$ cat config.mk
export PLATFORM = sky130hd
export DESIGN_NAME = pipe_ctrl
export DESIGN_NICKNAME = d
export VERILOG_FILES = /design/src/rtl/pipe_ctrl_pkg.sv /design/src/rtl/pipe_ctrl_perf.sv /design/src/rtl/pipe_ctrl.sv
export SDC_FILE = /design/constraint.sdc
export NUM_CORES = 1
export LEC_CHECK = 0
export ABC_AREA = 1
export CAP_MARGIN = 10
export CORE_MARGIN = 5
export CORE_UTILIZATION = 25
export CTS_BUF_LIST = sky130_fd_sc_hd__clkbuf_16
export CTS_CLUSTER_SIZE = 12
export DETAILED_ROUTE_END_ITERATION = 7
export GPL_TIMING_DRIVEN = 0
export HOLD_SLACK_MARGIN = 0.05
export PLACE_DENSITY = 0.57
export RECOVER_POWER = 25
export SLEW_MARGIN = 20
export SYNTH_ARGS = -nofsm -noshare
export SYNTH_HDL_FRONTEND = slang
export SYNTH_SLANG_ARGS = --single-unit
$ cat constraint.sdc
create_clock -name clk -period 2.6 [get_ports clk]
set_clock_uncertainty 0.2 [all_clocks]
set_input_delay 0.52 -clock clk [delete_from_list [all_inputs] [get_ports clk]]
set_output_delay 0.52 -clock clk [all_outputs]
set_load 0.005 [all_outputs]
$ cat src/rtl/pipe_ctrl_pkg.sv
// Shared definitions for the pipeline controller: FSM state encodings,
// the hard-wired zero register index, the NOP instruction that flushed
// pipeline registers load, and the load-use hazard detector.
package pipe_ctrl_pkg;

   typedef enum logic [1:0] {
      PC_RUN   = 2'd0,
      PC_HOLD  = 2'd1,
      PC_DRAIN = 2'd2,
      PC_HALT  = 2'd3
   } pc_state_e;

   localparam logic [4:0]  ZERO_REG     = 5'd0;
   localparam logic [31:0] NOP_INSN     = 32'h0000_0013;
   localparam logic [15:0] HOLD_CNT_MAX = 16'hFFFF;

   // A load in ex whose destination is read by the instruction in id.
   // Writes to x0 never create a dependency.
   function automatic logic load_use_hit(
      input logic       is_load,
      input logic       reg_wen,
      input logic [4:0] rd,
      input logic [4:0] rs1,
      input logic [4:0] rs2
   );
      return is_load & reg_wen & (rd != ZERO_REG) & ((rd == rs1) | (rd == rs2));
   endfunction

endpackage

$ cat src/rtl/pipe_ctrl_perf.sv
// Performance counters for the pipeline controller: one counts stalled
// cycles, the other counts front-end flushes. Both wrap at 2^32.
// Instantiated by pipe_ctrl only when PIPE_CTRL_PERF_EN is defined.
module pipe_ctrl_perf (
   input  logic        clk,
   input  logic        rst_n,
   input  logic        stall_en,
   input  logic        flush_en,
   output logic [31:0] stall_cnt,
   output logic [31:0] flush_cnt
);

   // Count enabled cycles; the counters simply wrap on overflow.
   always_ff @(posedge clk or negedge rst_n) begin
      if (!rst_n) begin
         stall_cnt <= 32'd0;
         flush_cnt <= 32'd0;
      end else begin
         if (stall_en) begin
            stall_cnt <= stall_cnt + 32'd1;
         end
         if (flush_en) begin
            flush_cnt <= flush_cnt + 32'd1;
         end
      end
   end

endmodule

$ cat src/rtl/pipe_ctrl.sv
// Central pipeline controller for the 5-stage core. Arbitrates ex redirect,
// load-use stall, external bus hold and debug halt, and drives hold/flush
// to the pipeline registers plus the PC redirect. Hazard outputs are
// combinational from the registered FSM state and the current inputs.
// Optional build macro: PIPE_CTRL_PERF_EN adds stall/flush perf counters.
module pipe_ctrl
   import pipe_ctrl_pkg::*;
#(
   parameter int unsigned DRAIN_CYC    = 2,
   parameter int unsigned HOLD_TIMEOUT = 255
) (
   input  logic        clk,
   input  logic        rst_n,
   input  logic        jump_en_i,
   input  logic [31:0] jump_addr_i,
   input  logic [4:0]  rs1_addr_i,
   input  logic [4:0]  rs2_addr_i,
   input  logic [4:0]  ex_rd_addr_i,
   input  logic        ex_reg_wen_i,
   input  logic        ex_is_load_i,
   input  logic        hold_req_i,
   input  logic        halt_req_i,
   input  logic        resume_i,
   output logic        jump_en_o,
   output logic [31:0] jump_addr_o,
   output logic        pc_hold_o,
   output logic        if_id_hold_o,
   output logic        if_id_flush_o,
   output logic        id_ex_flush_o,
   output logic        halted_o,
   output logic        hold_timeout_o,
   output logic [1:0]  state_o
`ifdef PIPE_CTRL_PERF_EN
   ,
   output logic [31:0] stall_cnt_o,
   output logic [31:0] flush_cnt_o
`endif
);

   // A drain of zero cycles is treated as one: DRAIN always lasts >= 1 cycle.
   localparam logic [15:0] DRAIN_LAST = (DRAIN_CYC > 32'd1) ? 16'(DRAIN_CYC - 32'd1) : 16'd0;
   localparam logic        TIMEOUT_EN = (HOLD_TIMEOUT != 32'd0);

   pc_state_e   state_r;
   logic [15:0] hold_cnt_r;
   logic [15:0] drain_cnt_r;
   logic        timeout_r;

   logic        load_use_s;
   logic        stall_s;
   logic [15:0] hold_inc_s;
   logic        timeout_hit_s;

   // Load-use stall only in RUN when nothing of higher priority is pending;
   // a coincident redirect flushes the dependent instruction anyway.
   always_comb begin
      load_use_s = 1'b0;
      if ((state_r == PC_RUN) && !halt_req_i && !hold_req_i && !jump_en_i) begin
         load_use_s = load_use_hit(ex_is_load_i, ex_reg_wen_i, ex_rd_addr_i,
                                   rs1_addr_i, rs2_addr_i);
      end else begin
         load_use_s = 1'b0;
      end
   end

   // Saturating hold-cycle increment and the timeout match on it.
   always_comb begin
      hold_inc_s    = hold_cnt_r;
      timeout_hit_s = 1'b0;
      if (hold_cnt_r != HOLD_CNT_MAX) begin
         hold_inc_s = hold_cnt_r + 16'd1;
      end else begin
         hold_inc_s = hold_cnt_r;
      end
      if (TIMEOUT_EN && ({16'd0, hold_inc_s} == HOLD_TIMEOUT)) begin
         timeout_hit_s = 1'b1;
      end else begin
         timeout_hit_s = 1'b0;
      end
   end

   // Hazard outputs: any non-RUN state freezes the front end and bubbles id_ex.
   always_comb begin
      stall_s       = (state_r != PC_RUN) | load_use_s;
      jump_en_o     = jump_en_i;
      jump_addr_o   = 32'd0;
      if (jump_en_i) begin
         jump_addr_o = jump_addr_i;
      end else begin
         jump_addr_o = 32'd0;
      end
      pc_hold_o     = stall_s;
      if_id_hold_o  = stall_s;
      if_id_flush_o = jump_en_i;
      id_ex_flush_o = jump_en_i | stall_s;
      halted_o      = (state_r == PC_HALT);
   end

   // Halt/drain/hold sequencing FSM with its counters and sticky timeout.
   always_ff @(posedge clk or negedge rst_n) begin
      if (!rst_n) begin
         state_r     <= PC_RUN;
         hold_cnt_r  <= 16'd0;
         drain_cnt_r <= 16'd0;
         timeout_r   <= 1'b0;
      end else begin
         case (state_r)
            PC_RUN: begin
               if (halt_req_i) begin
                  state_r     <= PC_DRAIN;
                  drain_cnt_r <= 16'd0;
               end else if (hold_req_i) begin
                  state_r    <= PC_HOLD;
                  hold_cnt_r <= 16'd0;
               end
            end
            PC_HOLD: begin
               hold_cnt_r <= hold_inc_s;
               if (timeout_hit_s) begin
                  timeout_r <= 1'b1;
               end
               if (halt_req_i) begin
                  state_r     <= PC_DRAIN;
                  drain_cnt_r <= 16'd0;
               end else if (!hold_req_i) begin
                  state_r <= PC_RUN;
               end
            end
            PC_DRAIN: begin
               // Dropping halt_req_i here does not abort the drain.
               if (drain_cnt_r >= DRAIN_LAST) begin
                  state_r <= PC_HALT;
               end else begin
                  drain_cnt_r <= drain_cnt_r + 16'd1;
               end
            end
            PC_HALT: begin
               // Only resume leaves HALT; hold requests are ignored here.
               if (resume_i) begin
                  state_r <= PC_RUN;
               end
            end
            default: begin
               state_r <= PC_RUN;
            end
         endcase
      end
   end

   assign state_o        = state_r;
   assign hold_timeout_o = timeout_r;

`ifdef PIPE_CTRL_PERF_EN
   pipe_ctrl_perf u_perf (
      .clk       (clk),
      .rst_n     (rst_n),
      .stall_en  (pc_hold_o),
      .flush_en  (if_id_flush_o),
      .stall_cnt (stall_cnt_o),
      .flush_cnt (flush_cnt_o)
   );
`endif

endmodule

After elaboration in Yosys (flattened, before gate mapping) --
Index checks and enable logic that the tools add are counted.
Word-level totals: bits in registers 35, bits in latches 0, RAM bits 0, memory bits (read-only) 0, input bits 55, output and inout bits 41, logic and storage cells 61, memories 0
Operators by class: $add $sub $neg 2, multiply operators 0, divide/modulo/power cells 0, $lt $le $gt $ge 1, eq/ne operators 15, shift-type cells 0, muxes and demuxes 17, bitwise operators 6, reduce and logical (&&, ||, !) cells 16
Operator list (count):
- $mux W16 | 5
- $pmux W16 S2 | 2
- $add A16 B1 Y16 const B | 2
- $mux W32 | 1
- $eq A16 B8 Y1 const B | 1
- $ge A16 B1 Y1 const B | 1
- $ne A16 B16 Y1 const B | 1
- $mux W2 | 6
- $eq A5 B5 Y1 | 2
- $ne A2 B2 Y1 const B | 5
- $pmux W2 S4 | 1
- $ne A3 B3 Y1 const B | 2
- $reduce_and A3 Y1 | 2
- $reduce_bool A2 Y1 | 3
- $reduce_bool A5 Y1 | 1
- $eq A2 B2 Y1 const B | 2
- $reduce_and A4 Y1 | 1
- $and A1 B1 Y1 | 3
- $logic_and A1 B1 Y1 | 3
- $logic_not A1 Y1 | 3
- $or A1 B1 Y1 | 3
- $eq A2 B1 Y1 const B | 1
- $logic_not A2 Y1 | 1
- $mux W1 | 2
- 3 further kinds | 3

Depth between registers and ports, before layout --
word-level depth 7, mapped depth 13, gate-level depth less buffers 13

Worst setup path before layout --
No wires, ideal clock.
kind in2out, start point input port halt_req_i, end point output port pc_hold_o, arrival time 1.370 ns, data required time 1.880 ns, path slack 0.510 ns, stages 6, buffers on the path 1, cell sequence nor4_1 nand4_1 a21oi_1 nand2_1 nand2_1 buf_4
On the way: cells in the longest elaborated chain, start to end 6
Ends and longest elaborated chain:
- start, declared | RTL line pipe_ctrl.sv:22 | input logic halt_req_i,
- $logic_not A1 Y1 | RTL line pipe_ctrl.sv:58 | if ((state_r == PC_RUN) && !halt_req_i && !hold_req_i && !jump_en_i) begin
- $logic_and A1 B1 Y1 (3 in series) | RTL line pipe_ctrl.sv:58
- $mux W1 | RTL line pipe_ctrl.sv:58
- $or A1 B1 Y1 | RTL line pipe_ctrl.sv:84 | stall_s = (state_r != PC_RUN) | load_use_s;
- end, declared | RTL line pipe_ctrl.sv:26 | output logic pc_hold_o,
Every way passes these cells.

Worst setup path after layout --
start point input port rs2_addr_i[1], end point output port pc_hold_o
On the way: cells in the longest elaborated chain, start to end 5
Ends and longest elaborated chain:
- start, declared | RTL line pipe_ctrl.sv:17 | input logic [4:0] rs2_addr_i,
- $eq A5 B5 Y1 | RTL line pipe_ctrl_pkg.sv:26 | return is_load & reg_wen & (rd != ZERO_REG) & ((rd == rs1) | (rd == rs2));
- $or A1 B1 Y1 | RTL line pipe_ctrl_pkg.sv:26
- $and A1 B1 Y1 | RTL line pipe_ctrl_pkg.sv:26
- $mux W1 | RTL line pipe_ctrl.sv:58
- $or A1 B1 Y1 | RTL line pipe_ctrl.sv:84
Every way passes these cells.

==> metrics <==
status=finished clean; max-slew violations=0; number of fill cells in the layout=1004; Reg power frac=0.332; Die H=108 um; remaining global-route overflow=0; worst hold path class=reg -> reg; VDD IR max=0.000266 V; initial antenna violation count=0; Critical Path RT=1.88 ns; n_diodes=0; ratio of cells with drive above 1 in the final layout=0.0707; total track usage=0.125; fmax=406 MHz; DRC=0; Worst Tran Pin Value=0.729 ns; RD Place Congestion=0.841; placed cell areas=0.00350 sq mm; clk sinks=35; Sw Ratio=0.381; Layout Nets=525; Sum Neg Setup Slack=0 ns; CTS Buffer Depth=2; worst path arrival time=1.74 ns; Worst Setup Start Kind=primary input; most frequent cells in the layout=nand2_1 (98), clkdlybuf4s50_1 (79), inv_1 (71), nor2_1 (46), dfrtp_1 (35); via count=2564; drt wl/cell=11.8 um; Clk Latency, worst-skew pair=0.28 ns; Psw=0.949 mW; final wirelength=7.05 mm; final std cells w/o fill=596; final worst path period share=0.947; CP endpoint kind=output port; IO Count=96; RSZ-0062 raised after global routing=no; Seq/Total Area, Yosys=0.367; Layout area overhead=53.9%; Syn Nets=422; YS warnings=0; Slew HR=0.514; Die X=108 um; 1st-iter DRT viols=133; Vias/cell=4.30; Cell Area, Synth=0.00239 sq mm; Max Cap Viol=0; Clk Tree Root Cell=clkbuf_16; most common cell after layout, fill and taps aside=nand2_1; combinational share of power=0.385; placed insts=587; Final Hold Fails=0; design area=0.00367 sq mm; first drt pass iteration count=4; gate count of the mapped netlist=363; register bit total from synthesis=35; DIE AREA=0.0116 sq mm; Buffers on Ports=94; Clock power frac=0.283; syn_area_per_cell=6.58 sq um; min Tclk post-route=2.46 ns; Int Pwr=1.54 mW; Synth cell types=25; TritonCTS Buffers=5; vias in the first global route=2496; CTS tree=done; leak pwr=1.83 nW; post-route ant nets=0; Placeable Area=0.00928 sq mm; crit path kind=in -> out; H-tree depth=2; Reg clk slew, reported paths=0.06 ns; Pwr Total=2.49 mW; largest net degree at the start of global routing=24; first-pass GRT wire length=11.6 mm; P per Cell Area=679 mW/mm^2; Max Fanout on Critical Path=2; Initial Util=0.257; num rows=35; final setup violation count=0; post-DP HPWL=5.74 mm
layer usage:
metal,routed length (um),share of wire,track usage
met4,64,0.0091,0.0334
met3,594,0.084,0.0510
met5,0,0,0
met2,3460,0.49,0.207
met1,2930,0.42,0.148
flip-flops by register name, indices dropped and copies added (netlist names):
name,count
drain_cnt_r,16
state_o,2
hold_cnt_r,16
hold_timeout_o,1
what timing repair did:
item                                    in CTS  in global routing
pin swaps                                    2                  4
hold buffers                                 1                  0
gates resized for setup                     13                 14
setup buffers                                0                  0
hold endpoints to repair                    12                  0
endpoints found under the setup margin       3                 10
synth_stat cells, drive strengths merged:
library cell	count	share of area
nor3	5	0.010
xor2	7	0.026
nand4	9	0.024
nand2	101	0.16
nor2	51	0.094
nand3	26	0.055
buf	7	0.021
o22ai	6	0.016
xnor2	5	0.018
or2	1	0.0026
inv	73	0.11
o21ai	20	0.042
nor4	1	0.0026
dfrtp	35	0.37
clkinv	1	0.0016
a21oi	7	0.015
ha	4	0.021
clkbuf	4	0.0063
logic make-up after synthesis:
group           share of synthesized area
simple gates                        0.352
buf+inv                             0.144
flops                               0.367
compound gates                     0.0723
xor+xnor                           0.0440
fa+ha+maj                          0.0210
cell type report:
class,count,area [sq um],area share
Multi-Input combinational cell,243,1180,0.322
Sequential cell,35,876,0.238
Clock buffer,5,125,0.0341
Inverter,74,278,0.0756
Timing Repair Buffer,96,936,0.255
Tap cell,129,161,0.0439
Buffer,11,68.8,0.0187
Clock inverter,3,46.3,0.0126
critical path, stage by stage:
cell             delay [ns]
clkdlybuf4s50_1        0.47
xnor2_1                0.12
nand3_1                0.09
o21ai_1                0.15
nand2_1                0.10
nand2_1                0.08
buf_4                  0.10
clkbuf_2               0.10
per-stage QoR:
| stage | hold slack, ns | worst slack [ns] | utilization |
|---|---|---|---|
| global route | 0.317 | 0.00106 | 0.396 |
| CTS | 0.264 | -0.0147 | 0.397 |
| floorplan | 0.0244 | 0.510 | - |
| global placement | 0.247 | -0.735 | 0.376 |
| finish | 0.259 | 0.137 | 0.396 |
| detailed placement | 0.247 | -0.733 | 0.377 |
worst paths after layout:
path | from | to | slack, ns | cells past startpoint
max in group asynchronous | rst_n | hold_cnt_r[3] | 0.55 | 3
min in group asynchronous | rst_n | drain_cnt_r[11] | 0.61 | 2
min | hold_timeout_o | hold_timeout_o | 0.26 | 2
max | rs2_addr_i[1] | pc_hold_o | 0.14 | 8
min reg2reg | hold_timeout_o | hold_timeout_o | 0.26 | 2
max reg2reg | hold_cnt_r[0] | hold_timeout_o | 0.43 | 11
power groups by stage:
stage | clock network [mW] | registers [mW] | logic, mW
6_report | 0.704 | 0.829 | 0.960
4_1_cts | 0.716 | 0.827 | 0.974
2_1_floorplan | 0 | 0.785 | 0.585
3_5_place_dp | 0 | 0.826 | 0.978
3_3_place_gp | 0 | 0.825 | 0.966
5_1_grt | 0.739 | 0.850 | 1.10
No activity file was read; power rests on OpenSTA's default activity.
